`config.mk`:
```
export PLATFORM = sky130hd
export DESIGN_NAME = pwm_channel
export DESIGN_NICKNAME = d
export VERILOG_FILES = /design/src/rtl/pwm_pkg.sv /design/src/rtl/pwm_prescaler.sv /design/src/rtl/pwm_channel.sv
export SDC_FILE = /design/constraint.sdc
export NUM_CORES = 1
export LEC_CHECK = 0
export CAP_MARGIN = 20
export CORE_AREA = 2 2 107 68
export DETAILED_ROUTE_END_ITERATION = 8
export DIE_AREA = 0 0 109 70
export PLACE_DENSITY = 0.74
export SYNTH_ARGS = -nofsm -noshare
export SYNTH_HDL_FRONTEND = slang
export SYNTH_SLANG_ARGS = --single-unit
```
`constraint.sdc`:
```
create_clock -name clk -period 1.8 [get_ports clk]
set_input_delay 0.18 -clock clk [delete_from_list [all_inputs] [get_ports clk]]
set_output_delay 0.18 -clock clk [all_outputs]
set_load 0.02 [all_outputs]
```
`src/rtl/pwm_pkg.sv`:
```
// pwm_pkg: write-select codes and reset values shared by the PWM channel files.
package pwm_pkg;

  // Write target encoding for wr_sel.
  localparam logic [1:0] SEL_PRESC  = 2'd0;
  localparam logic [1:0] SEL_PERIOD = 2'd1;
  localparam logic [1:0] SEL_DUTY   = 2'd2;
  localparam logic [1:0] SEL_DT     = 2'd3;

  // Reset values, sliced down to each register's width where they are used.
  localparam logic [31:0] RST_PRESC  = 32'h0000_0000;
  localparam logic [31:0] RST_PERIOD = 32'hFFFF_FFFF;
  localparam logic [31:0] RST_DUTY   = 32'h0000_0000;
  localparam logic [31:0] RST_DT     = 32'h0000_0000;
  localparam logic [31:0] RST_CNT    = 32'h0000_0000;
  localparam logic        RST_OUT    = 1'b0;

endpackage

```
`src/rtl/pwm_prescaler.sv`:
```
// pwm_prescaler: divides clk by (presc + 1); tick marks the last cycle of each division.
module pwm_prescaler
  import pwm_pkg::*;
#(
  parameter int unsigned PRESC_WIDTH = 8
) (
  input  logic                   clk,
  input  logic                   rst,
  input  logic                   en,
  input  logic [PRESC_WIDTH-1:0] presc,
  output logic                   tick
);

  logic [PRESC_WIDTH-1:0] pcnt_q;

  assign tick = en && (pcnt_q == presc);

  // Count 0..presc while enabled, held at zero when idle.
  always_ff @(posedge clk) begin
    if (rst || !en) begin
      pcnt_q <= RST_CNT[PRESC_WIDTH-1:0];
    end else if (tick) begin
      pcnt_q <= '0;
    end else begin
      pcnt_q <= pcnt_q + 1'b1;
    end
  end

endmodule

```
`src/rtl/pwm_channel.sv`:
```
// pwm_channel: one PWM channel with prescaler, period counter, duty compare and
// double-buffered configuration. Optional dead-time / complementary output is
// enabled with the PWM_DEADTIME_EN macro.
// PRESC_WIDTH and DT_WIDTH must not exceed WIDTH (wr_data is truncated into them).
module pwm_channel
  import pwm_pkg::*;
#(
  parameter int unsigned WIDTH       = 8,
  parameter int unsigned PRESC_WIDTH = 8,
  parameter int unsigned DT_WIDTH    = 4
) (
  input  logic             clk,
  input  logic             rst,
  input  logic             en,
  input  logic             wr_en,
  input  logic [1:0]       wr_sel,
  input  logic [WIDTH-1:0] wr_data,
  output logic             pwm,
`ifdef PWM_DEADTIME_EN
  output logic             pwm_n,
`endif
  output logic             period_end,
  output logic             upd_pend
);

  logic [PRESC_WIDTH-1:0] presc_sh_q, presc_act_q;
  logic [WIDTH-1:0]       period_sh_q, period_act_q;
  logic [WIDTH-1:0]       duty_sh_q, duty_act_q;
  logic [WIDTH-1:0]       cnt_q;
  logic                   tick, wrap, load, wr_ok, raw;
  logic                   pwm_q, pe_q, pend_q;

`ifdef PWM_DEADTIME_EN
  assign wr_ok = wr_en;
`else
  assign wr_ok = wr_en && (wr_sel != SEL_DT);
`endif

  pwm_prescaler #(
    .PRESC_WIDTH (PRESC_WIDTH)
  ) u_prescaler (
    .clk   (clk),
    .rst   (rst),
    .en    (en),
    .presc (presc_act_q),
    .tick  (tick)
  );

  // tick already implies en; an idle channel reloads its active copy every cycle.
  assign wrap = tick && (cnt_q == period_act_q);
  assign load = !en || wrap;
  assign raw  = (cnt_q < duty_act_q);

  // Shadow registers take writes; the active copy below still sees the pre-write value.
  always_ff @(posedge clk) begin
    if (rst) begin
      presc_sh_q  <= RST_PRESC[PRESC_WIDTH-1:0];
      period_sh_q <= RST_PERIOD[WIDTH-1:0];
      duty_sh_q   <= RST_DUTY[WIDTH-1:0];
    end else if (wr_ok) begin
      case (wr_sel)
        SEL_PRESC:  presc_sh_q  <= wr_data[PRESC_WIDTH-1:0];
        SEL_PERIOD: period_sh_q <= wr_data;
        SEL_DUTY:   duty_sh_q   <= wr_data;
        default:    ;
      endcase
    end
  end

  // Active registers follow the shadow at each period boundary or while idle.
  always_ff @(posedge clk) begin
    if (rst) begin
      presc_act_q  <= RST_PRESC[PRESC_WIDTH-1:0];
      period_act_q <= RST_PERIOD[WIDTH-1:0];
      duty_act_q   <= RST_DUTY[WIDTH-1:0];
    end else if (load) begin
      presc_act_q  <= presc_sh_q;
      period_act_q <= period_sh_q;
      duty_act_q   <= duty_sh_q;
    end
  end

  // Pending flag: a write wins over a simultaneous load so the new value is not lost.
  always_ff @(posedge clk) begin
    if (rst) begin
      pend_q <= RST_OUT;
    end else if (wr_ok) begin
      pend_q <= 1'b1;
    end else if (load) begin
      pend_q <= 1'b0;
    end
  end

  // Period counter advances on prescaler ticks and wraps after period_act.
  always_ff @(posedge clk) begin
    if (rst || !en) begin
      cnt_q <= RST_CNT[WIDTH-1:0];
    end else if (tick) begin
      cnt_q <= wrap ? '0 : cnt_q + 1'b1;
    end
  end

  // Registered period-end strobe, one cycle after the wrap.
  always_ff @(posedge clk) begin
    if (rst) begin
      pe_q <= RST_OUT;
    end else begin
      pe_q <= wrap;
    end
  end

`ifdef PWM_DEADTIME_EN
  logic [DT_WIDTH-1:0] dt_sh_q, dt_act_q, dcnt_q, dcnt_d;
  logic                phase_q, pwm_n_q;

  // Dead-time shadow/active pair, loaded together with the other registers.
  always_ff @(posedge clk) begin
    if (rst) begin
      dt_sh_q  <= RST_DT[DT_WIDTH-1:0];
      dt_act_q <= RST_DT[DT_WIDTH-1:0];
    end else begin
      if (wr_ok && (wr_sel == SEL_DT)) begin
        dt_sh_q <= wr_data[DT_WIDTH-1:0];
      end
      if (load) begin
        dt_act_q <= dt_sh_q;
      end
    end
  end

  // Restart the gap counter on every raw edge, otherwise run it down to zero.
  always_comb begin
    dcnt_d = '0;
    if (!en) begin
      dcnt_d = '0;
    end else if (raw != phase_q) begin
      dcnt_d = dt_act_q;
    end else if (dcnt_q != '0) begin
      dcnt_d = dcnt_q - 1'b1;
    end
  end

  // Both outputs held low while a gap is running; idle phase counts as low.
  always_ff @(posedge clk) begin
    if (rst) begin
      phase_q <= 1'b0;
      dcnt_q  <= '0;
      pwm_q   <= RST_OUT;
      pwm_n_q <= RST_OUT;
    end else begin
      phase_q <= en && raw;
      dcnt_q  <= dcnt_d;
      pwm_q   <= en && raw && (dcnt_d == '0);
      pwm_n_q <= en && !raw && (dcnt_d == '0);
    end
  end

  assign pwm_n = pwm_n_q;
`else
  // Plain registered compare output.
  always_ff @(posedge clk) begin
    if (rst) begin
      pwm_q <= RST_OUT;
    end else begin
      pwm_q <= en && raw;
    end
  end
`endif

  assign pwm        = pwm_q;
  assign period_end = pe_q;
  assign upd_pend   = pend_q;

endmodule

```
# Word-level counts from Yosys, hierarchy flattened
# Index checks and enable logic that the tools add are counted.
# totals
reg_bits	67
word_cells	35
out_inout_bits	3
# op_classes
n_addsub	2
n_eq_ne	5
n_reduce_logical	13
muxes	3
magnitude_cmp	1
# ops
operator	count
adder 8 x 1 -> 8 bit, second input constant	2
equality test 8 bit	2
less-than comparator 8 bit	1
2-to-1 mux 8 bit	1
AND reduction 2 bit	3
logical AND 1 bit	4
equality test 2 x 1 -> 1 bit, second input constant	1
equality test 2 bit, second input constant	1
zero test 2 bit	1
logical OR 1 bit	2
2-to-1 mux 1 bit	2
inequality test 2 bit, second input constant	1
nonzero test 2 bit	1
OR reduction 2 bit	1
zero test 1 bit	1

# Logic depth before layout (Yosys ltp)
# Gate-level depths: netlist of the first run.
# depth
ltp_word	6
ltp_mapped	8
ltp_nobuf	6

# Hierarchy
# From an unflattened synthesis of the first run, not the netlist that was laid out.
# hier_totals
cells_unflattened	297
area_unflattened_um2	2891.5
# modules_own_cells
mod	area_per_inst_um2	cells_each	n_inst	seq_area_each_um2
pwm_channel	2417.3	249	1	1181.1
pwm_prescaler	474.2	48	1	160.2

# Least setup slack after synthesis of the first run
# Ideal clock, no wire load.
# synth_timing
kind	register to register
from	register cnt_q[6]
to	register period_act_q[6]
path_buffers	1
arrival_ps	1529
setup_time_ps	141
required_ps	1659
path_slack_ps	130
path_stages_with_launch	7
path_cell_list	dfxtp_1 > xor2_1 > nor4_1 > nand2_1 > buf_2 > o211ai_1 > o211ai_1
# synth_via
elab_chain_cells	3
# synth_rtl
element	line_no	text
start: declaration	pwm_channel.sv:29	logic [WIDTH-1:0] cnt_q;
start signal: assignment	pwm_channel.sv:97	cnt_q <= RST_CNT[WIDTH-1:0];
start signal: assignment	pwm_channel.sv:99	cnt_q <= wrap ? '0 : cnt_q + 1'b1;
equality test 8 bit	pwm_channel.sv:50	assign wrap = tick && (cnt_q == period_act_q);
logical AND 1 bit	pwm_channel.sv:50	
logical OR 1 bit	pwm_channel.sv:51	assign load = !en || wrap;
end signal: assignment	pwm_channel.sv:74	period_act_q <= RST_PERIOD[WIDTH-1:0];
end signal: assignment	pwm_channel.sv:78	period_act_q <= period_sh_q;
end: declaration	pwm_channel.sv:27	logic [WIDTH-1:0] period_sh_q, period_act_q;
# No other way between the ends.
# A chain may end at the register's enable or synchronous reset.

# Worst setup path in the final report of the first run
# layout_timing
from	register cnt_q[0]
to	register duty_act_q[6]
# layout_via
elab_chain_cells	3
# layout_rtl
element	line_no	text
equality test 8 bit	pwm_channel.sv:50	
logical AND 1 bit	pwm_channel.sv:50	
logical OR 1 bit	pwm_channel.sv:51	
end signal: assignment	pwm_channel.sv:75	duty_act_q <= RST_DUTY[WIDTH-1:0];
end signal: assignment	pwm_channel.sv:79	duty_act_q <= duty_sh_q;
end: declaration	pwm_channel.sv:28	logic [WIDTH-1:0] duty_sh_q, duty_act_q;
# No other way between the ends.

==> results.py, run 1 <==
metrics = {
    "run_status": {
        "status": "complete, no violations",
    },
    "finish": {
        "final_layout_size_suffix_gt1_share_pct": 17.4,
        "final.fill_count": 586,
        "number_of_diodes_added_for_antenna_fixing": 0,
        "num-nets-final": 428,
        "post_layout_nonfiller_instances": 500,
        "post-route-cell-area_mm2": 0.00406,
        "syn2layout_area_growth_pct": 16.8,
        "most-common-layout-cells": "sky130_fd_sc_hd__dfxtp_1 (66), sky130_fd_sc_hd__buf_4 (28), sky130_fd_sc_hd__nand3_1 (26), sky130_fd_sc_hd__o211ai_1 (26), sky130_fd_sc_hd__nand2_1 (24)",
        "final_common_cell": "sky130_fd_sc_hd__dfxtp_1",
    },
    "pwr": {
        "vdd_drop_max_v": 0.000407,
        "p_leak_nw": 1.48,
        "power_density_mw_per_mm2": 792,
        "p_total_w": 0.00322,
    },
    "worst_setup_path": {
        "crit_path_dat_ps": 1940,
        "setup.worst_path.start_class": "flip-flop",
        "timing.critical_path.fanout_max": 32,
        "setup.worst_path.start": "cnt_q[0]$_SDFFE_PP0P_",
        "rr_startpoint": "cnt_q[0]$_SDFFE_PP0P_",
        "rr_worst_depth": 6,
        "critical-path-top-delay-family": "simple AND/OR/NAND/NOR gates",
        "critical_path.n_buffers_inverters": 1,
        "end_kind": "flip-flop",
        "path_cells": "xor2_1, nor4_2, and2_4, buf_12, a41oi_1, o221ai_1",
        "worst_path_max_delay_cell": "sky130_fd_sc_hd__dfxtp_1",
        "crit_cells": 6,
        "timing.critical_path.required_ps": 2070,
        "worst_path_largest_cell_delay_ps": 440,
        "crit_type": "reg -> reg",
    },
    "sta": {
        "relSlewSlack_pct": 68.0,
        "final.setup_skew_ps": 6.74,
        "report.final.slew_viol_count": 0,
        "worst_slew_pin_slew_ps": 480,
        "timing.setup.tns_ps": 0,
        "finalHoldViolations": 0,
        "period_share_pct": 92.8,
        "rsz0062_at_grt": "no",
        "setup_viol": 0,
        "timing.final.crit_period_ps": 1670,
        "fmaxAchievable_ghz": 0.598,
        "fin_ws_ps": 129,
    },
    "drt": {
        "vias_after_detailed_routing": 3019,
        "drc": 0,
        "postRouteAntennaNets": 0,
        "drt_first_pass_iters": 5,
        "drt_first_iter_violations": 319,
        "viasPerCell": 6.04,
        "avgRoutedWirePerCell_um": 17.3,
        "detail_route.wirelength_um": 8660,
    },
    "placed_design": {
        "postPlaceCellArea_mm2": 0.00381,
        "port_buffers": 16,
        "dp_cells": 481,
        "preCtsSetupSlack_ps": -29.4,
        "globalplace.congestion": 0.855,
        "dp_hpwl_um": 5900,
    },
    "die": {
        "i_o_pin_cnt": 17,
        "chip_width_um": 109,
        "start_util_pct": 51.0,
        "rows": 24,
        "die-area_mm2": 0.00763,
        "floorplan.die.height_um": 70,
        "core_area_mm2": 0.00682,
    },
    "global_routing": {
        "grt_antenna_before_repair": 0,
        "grt_pass1_vias": 2808,
        "grt_pass1_wl_um": 14300,
        "grt_remaining_overflow": 0,
        "grt_start_max_net_pins": 43,
        "track_usage_pct": 24.2,
    },
    "clocking": {
        "clk_buf_depth": 2,
        "clockRootBuffer": "sky130_fd_sc_hd__clkbuf_8",
        "ctsHtreeMaxLevel": 3,
        "clock_tree_from_tritoncts": "built",
        "cts_sinks": 67,
        "cts_hold_buf": 0,
        "clk_pin_slew_worst_paths_ps": 70,
        "tritoncts_buffers": 9,
        "clkLatencyLatePin_ps": 350,
    },
    "synthesis": {
        "synth-main-ff-cell": "sky130_fd_sc_hd__dfxtp_1",
        "syn_area_mm2": 0.00348,
        "synth_compound_area_share_pct": 23.1,
        "synth_area_per_cell_um2": 9.15,
        "synth_mux_area_share_pct": 4.61,
        "number_of_nets_in_the_synthesized_netlist": 403,
        "synth.area.top_cells": "sky130_fd_sc_hd__dfxtp_1 (39%), sky130_fd_sc_hd__o211ai_1 (5.6%), sky130_fd_sc_hd__mux2i_1 (4.6%)",
        "synth_warnings": 0,
        "synth_top_area_share_pct": 38.6,
        "synth_xor_area_share_pct": 5.54,
        "seq_area_frac_synth_pct": 38.6,
        "instance_count_of_the_mapped_netlist": 380,
        "largest_family_of_logic_cells_by_synthesized_area": "compound AO/OA/AOI/OAI gates",
        "synth.lib_cells_used.distinct": 46,
        "synth_top_cell_by_area": "sky130_fd_sc_hd__dfxtp_1",
        "synth_async_sr_flop_share_pct": 0,
        "synth_edf_count": 0,
        "synth-simple-area-share_pct": 18.4,
        "synth-adder-area-share_pct": 3.24,
        "ys_ff_latch": 67,
    },
    "hold_path": {
        "hold-path-cell-count": 2,
        "min_path_type": "reg -> reg",
        "min-delay-start": "upd_pend$_SDFFE_PP0P_",
    },
    "flow_run": {
        "timing.max_cap.violations": 0,
    },
}
-- cell type report --
| cell class | instances | area, um^2 | share of cell area [%] |
|---|---|---|---|
| tap | 91 | 114 | 2.80 |
| inverter | 16 | 60.1 | 1.48 |
| multi-input combinational | 264 | 1930 | 47.6 |
| clock inverter | 6 | 67.6 | 1.66 |
| sequential | 67 | 1340 | 33.1 |
| clock buffer | 9 | 124 | 3.05 |
| timing repair buffer | 47 | 422 | 10.4 |
-- path summary, 6_finish.rpt --
| path | end | slack [ps] |
|---|---|---|
| hold reg to reg | upd_pend$_SDFFE_PP0P_ | 500 |
| hold / removal | upd_pend$_SDFFE_PP0P_ | 500 |
| setup reg to reg | duty_act_q[6]$_SDFFE_PP0P_ | 130 |
| setup / recovery | duty_act_q[6]$_SDFFE_PP0P_ | 130 |
-- synthesized netlist by cell type (2+ instances only) --
library cell	instances
sky130_fd_sc_hd__dfxtp_1	67
sky130_fd_sc_hd__nand3_1	27
sky130_fd_sc_hd__o211ai_1	26
sky130_fd_sc_hd__nand2_1	25
sky130_fd_sc_hd__nor2_1	23
sky130_fd_sc_hd__clkbuf_1	20
sky130_fd_sc_hd__nand2b_1	17
sky130_fd_sc_hd__a31oi_1	16
sky130_fd_sc_hd__mux2i_1	16
sky130_fd_sc_hd__inv_1	15
sky130_fd_sc_hd__xor2_1	12
sky130_fd_sc_hd__xnor2_1	10
sky130_fd_sc_hd__a21oi_1	9
sky130_fd_sc_hd__ha_1	9
sky130_fd_sc_hd__a41oi_1	8
sky130_fd_sc_hd__a41oi_2	8
sky130_fd_sc_hd__o221ai_1	8
sky130_fd_sc_hd__o221ai_2	8
sky130_fd_sc_hd__and3_1	6
sky130_fd_sc_hd__buf_2	5
sky130_fd_sc_hd__o22ai_1	4
sky130_fd_sc_hd__and2_1	3
sky130_fd_sc_hd__buf_1	3
sky130_fd_sc_hd__nand4_1	3
sky130_fd_sc_hd__nand4b_1	3
sky130_fd_sc_hd__or3_1	3
sky130_fd_sc_hd__a21o_1	2
sky130_fd_sc_hd__buf_4	2
sky130_fd_sc_hd__buf_6	2
sky130_fd_sc_hd__nor3_1	2
sky130_fd_sc_hd__nor4_1	2
sky130_fd_sc_hd__o21ai_0	2
-- per-layer routing --
metal,global-route usage (%),up-vias,part of all wire [%]
li1,-,1457,-
met1,36.7,1440,49
met2,32.0,110,42
met3,8.12,12,8.1
met4,7.26,0,1.1
met5,0,-,0
-- report_power, final --
part	switching (W)	internal (W)	leakage (nW)
logic	0.000238	0.000164	0.844
clock network	0.000614	0.000633	0.0913
registers	0.0000390	0.00153	0.546
total	0.000892	0.00233	1.48
-- stage by stage --
stage / hold WS [ps] / util [%]
after floorplan: 303 / -
after global placement: 473 / 55.9
after detailed placement: 496 / 55.9
after CTS: 498 / 58.8
after global routing: 502 / 59.6
final: 500 / 59.6
-- what timing repair did --
action | in CTS | in global routing
setup endpoints to repair | 0 | 27
setup buffers | 0 | 4
resized for setup | 0 | 7
-- sequential cells by signal (all words and copies together), names as in the netlist --
name                flops
upd_pend                1
period_act_q            8
duty_act_q              8
presc_sh_q              8
period_end              1
duty_sh_q               8
presc_act_q             8
pwm                     1
u_prescaler.pcnt_q      8
period_sh_q             8
cnt_q                   8
-- worst min-delay path: stages, from the launching register on --
cell and delay (ps):
sky130_fd_sc_hd__dfxtp_1 320, sky130_fd_sc_hd__o211ai_1 70, sky130_fd_sc_hd__nand2_1 60
-- kinds of logic (layout without fill, tap and decap cells) --
family,Yosys count,in the layout
compound gates,94,94
buf+inv,49,78
fa+ha+maj,9,9
xor+xnor,22,22
mux,16,16
simple gates,123,123
flops,67,67
Note: power is estimated with default switching activity, not from simulation.
==> run 2, diff against run 1 <==
--- a/config.mk
+++ b/config.mk
@@ -5,11 +5,13 @@
 export SDC_FILE = /design/constraint.sdc
 export NUM_CORES = 1
 export LEC_CHECK = 0
+export ABC_AREA = 0
 export CAP_MARGIN = 20
-export CORE_AREA = 2 2 107 68
+export CORE_AREA = 2 2 106 67
 export DETAILED_ROUTE_END_ITERATION = 8
-export DIE_AREA = 0 0 109 70
-export PLACE_DENSITY = 0.74
+export DIE_AREA = 0 0 108 69
+export DONT_BUFFER_PORTS = 1
+export PLACE_DENSITY = 0.72
 export SYNTH_ARGS = -nofsm -noshare
 export SYNTH_HDL_FRONTEND = slang
 export SYNTH_SLANG_ARGS = --single-unit
==> results.py, run 2 (same netlist as run 1, synthesis figures left out) <==
metrics = {
    "finish": {
        "combined_area_of_the_multi_input_logic_cells_mm2": 0.00193,
        "final_common_cell": "sky130_fd_sc_hd__dfxtp_1",
        "final.fill_count": 555,
        "final_core_utilization_pct": 60.5,
        "num-nets-final": 412,
        "most-common-layout-cells": "sky130_fd_sc_hd__dfxtp_1 (67), sky130_fd_sc_hd__nand3_1 (27), sky130_fd_sc_hd__o211ai_1 (26)",
        "final-seq-area_mm2": 0.00134,
        "number_of_diodes_added_for_antenna_fixing": 0,
        "final_layout_size_suffix_gt1_share_pct": 15.2,
        "syn2layout_area_growth_pct": 12.8,
    },
    "clocking": {
        "clock_tree_from_tritoncts": "built",
        "ctsHtreeMaxLevel": 3,
        "post_cts.repair.setup_buffers": 0,
        "clkLatencyLatePin_ps": 360,
        "clockRootBuffer": "sky130_fd_sc_hd__clkbuf_8",
        "tritoncts_buffers": 9,
        "clk_buf_depth": 2,
        "clk_pin_slew_worst_paths_ps": 80,
        "cts_sinks": 67,
    },
    "drt": {
        "viasPerCell": 6.27,
        "avgRoutedWirePerCell_um": 18.8,
        "drc": 0,
        "drt_first_iter_violations": 266,
        "vias_after_detailed_routing": 3014,
        "detail_route.wirelength_um": 9030,
        "postRouteAntennaNets": 0,
        "drt_first_pass_iters": 5,
    },
    "die": {
        "die-area_mm2": 0.00745,
        "core_area_mm2": 0.00647,
        "rows": 23,
        "floorplan.die.height_um": 69,
        "i_o_pin_cnt": 17,
        "start_util_pct": 53.7,
        "chip_width_um": 108,
    },
    "hold_path": {
        "min-delay-start": "en",
        "min_path_type": "in -> reg",
        "hold-path-cell-count": 2,
        "hold_path_end": "period_act_q[4]$_SDFFE_PP1P_",
    },
    "sta": {
        "final.setup_skew_ps": 6.84,
        "timing.final.crit_period_ps": 1800,
        "rsz0062_at_grt": "yes",
        "setup_viol": 0,
        "period_share_pct": 99.9,
        "fmaxAchievable_ghz": 0.556,
        "relSlewSlack_pct": 64.5,
        "report.final.slew_viol_count": 0,
        "worst_slew_pin_slew_ps": 531,
        "finalHoldViolations": 0,
    },
    "worst_setup_path": {
        "timing.critical_path.fanout_max": 10,
        "crit_type": "reg -> reg",
        "end_kind": "flip-flop",
        "setup.worst_path.start": "cnt_q[3]$_SDFFE_PP0P_",
        "crit_path_dat_ps": 2040,
        "timing.critical_path.required_ps": 2040,
        "ff2ff_setup_slack_ps": 2,
        "rr_startpoint": "cnt_q[3]$_SDFFE_PP0P_",
        "rr_worst_depth": 7,
        "rr_endpoint": "cnt_q[0]$_SDFFE_PP0P_",
        "setup.worst_path.start_class": "flip-flop",
    },
    "pwr": {
        "p_total_w": 0.00307,
        "p_leak_nw": 1.41,
        "vdd_drop_max_v": 0.000577,
        "power_density_mw_per_mm2": 783,
    },
    "global_routing": {
        "grt_remaining_overflow": 0,
        "grt_antenna_before_repair": 0,
        "grt_start_max_net_pins": 51,
        "grt_pass1_vias": 2878,
        "track_usage_pct": 25.7,
        "grt_pass1_wl_um": 14800,
    },
    "placed_design": {
        "dp_hpwl_um": 5960,
        "globalplace.congestion": 0.864,
        "port_buffers": 0,
    },
    "run_status": {
        "status": "complete, no violations",
    },
    "flow_run": {
        "timing.max_cap.violations": 0,
    },
}
## run 2: worst max-delay path, cell delays in order (launching register included)
cell and delay [ps]:
sky130_fd_sc_hd__dfxtp_1 450, sky130_fd_sc_hd__xor2_1 270, sky130_fd_sc_hd__nor4_2 80, sky130_fd_sc_hd__buf_4 140, sky130_fd_sc_hd__nand2_1 70, sky130_fd_sc_hd__buf_4 180, sky130_fd_sc_hd__nand2_1 150, sky130_fd_sc_hd__o31ai_1 340
## run 2: layout make-up
type	count	area share, %
flip-flops and latches	67	34.2
multi-input cells	264	49.2
clock inverters	7	1.31
repair buffers	31	7.85
clock buffers	9	3.16
inverters	16	1.53
well taps	87	2.78
## run 2: metrics by stage
step / hold WS (ps) / instances / setup slack (ps) / setup TNS [ps] / area [um^2]
after floorplan: 303 / 380 / 130 / 0 / 3480
after global placement: 255 / 454 / 107 / 0 / 3610
after detailed placement: 258 / 454 / 65.8 / 0 / 3610
after CTS: 2.04 / 481 / 52.8 / 0 / 3900
after global routing: 9.21 / 481 / -14.7 / -39.0 / 3920
final: 23.3 / 481 / 1.96 / 0 / 3920
## run 2: per-layer routing
layer  global-route usage (%)  up-vias  wire length (um)
met4                     5.98        0                79
met1                     38.5     1455              4190
met3                     8.42        9              1010
li1                         -     1424                 -
met5                        0        -                 0
met2                     35.5      126              3750
## run 2: report_power, final
group	total, W	leakage [nW]	internal [W]	switching (W)
Clock	0.00114	0.0860	0.000505	0.000634
Combinational	0.000359	0.782	0.000142	0.000217
Sequential	0.00157	0.545	0.00153	0.0000428
## run 2: worst max path at each step
| stage | end |
|---|---|
| after global routing | duty_act_q[6]$_SDFFE_PP0P_ |
| final | cnt_q[0]$_SDFFE_PP0P_ |
| after CTS | period_act_q[5]$_SDFFE_PP1P_ |
| after floorplan | period_act_q[6]$_SDFFE_PP1P_ |
| after global placement | period_act_q[1]$_SDFFE_PP1P_ |
| after detailed placement | period_act_q[5]$_SDFFE_PP1P_ |
## run 2: what timing repair did
action	4_1_cts	5_1_grt
endpoints found under the hold margin	41	0
resized for setup	0	4
setup endpoints to repair	0	19
hold buffers	11	0
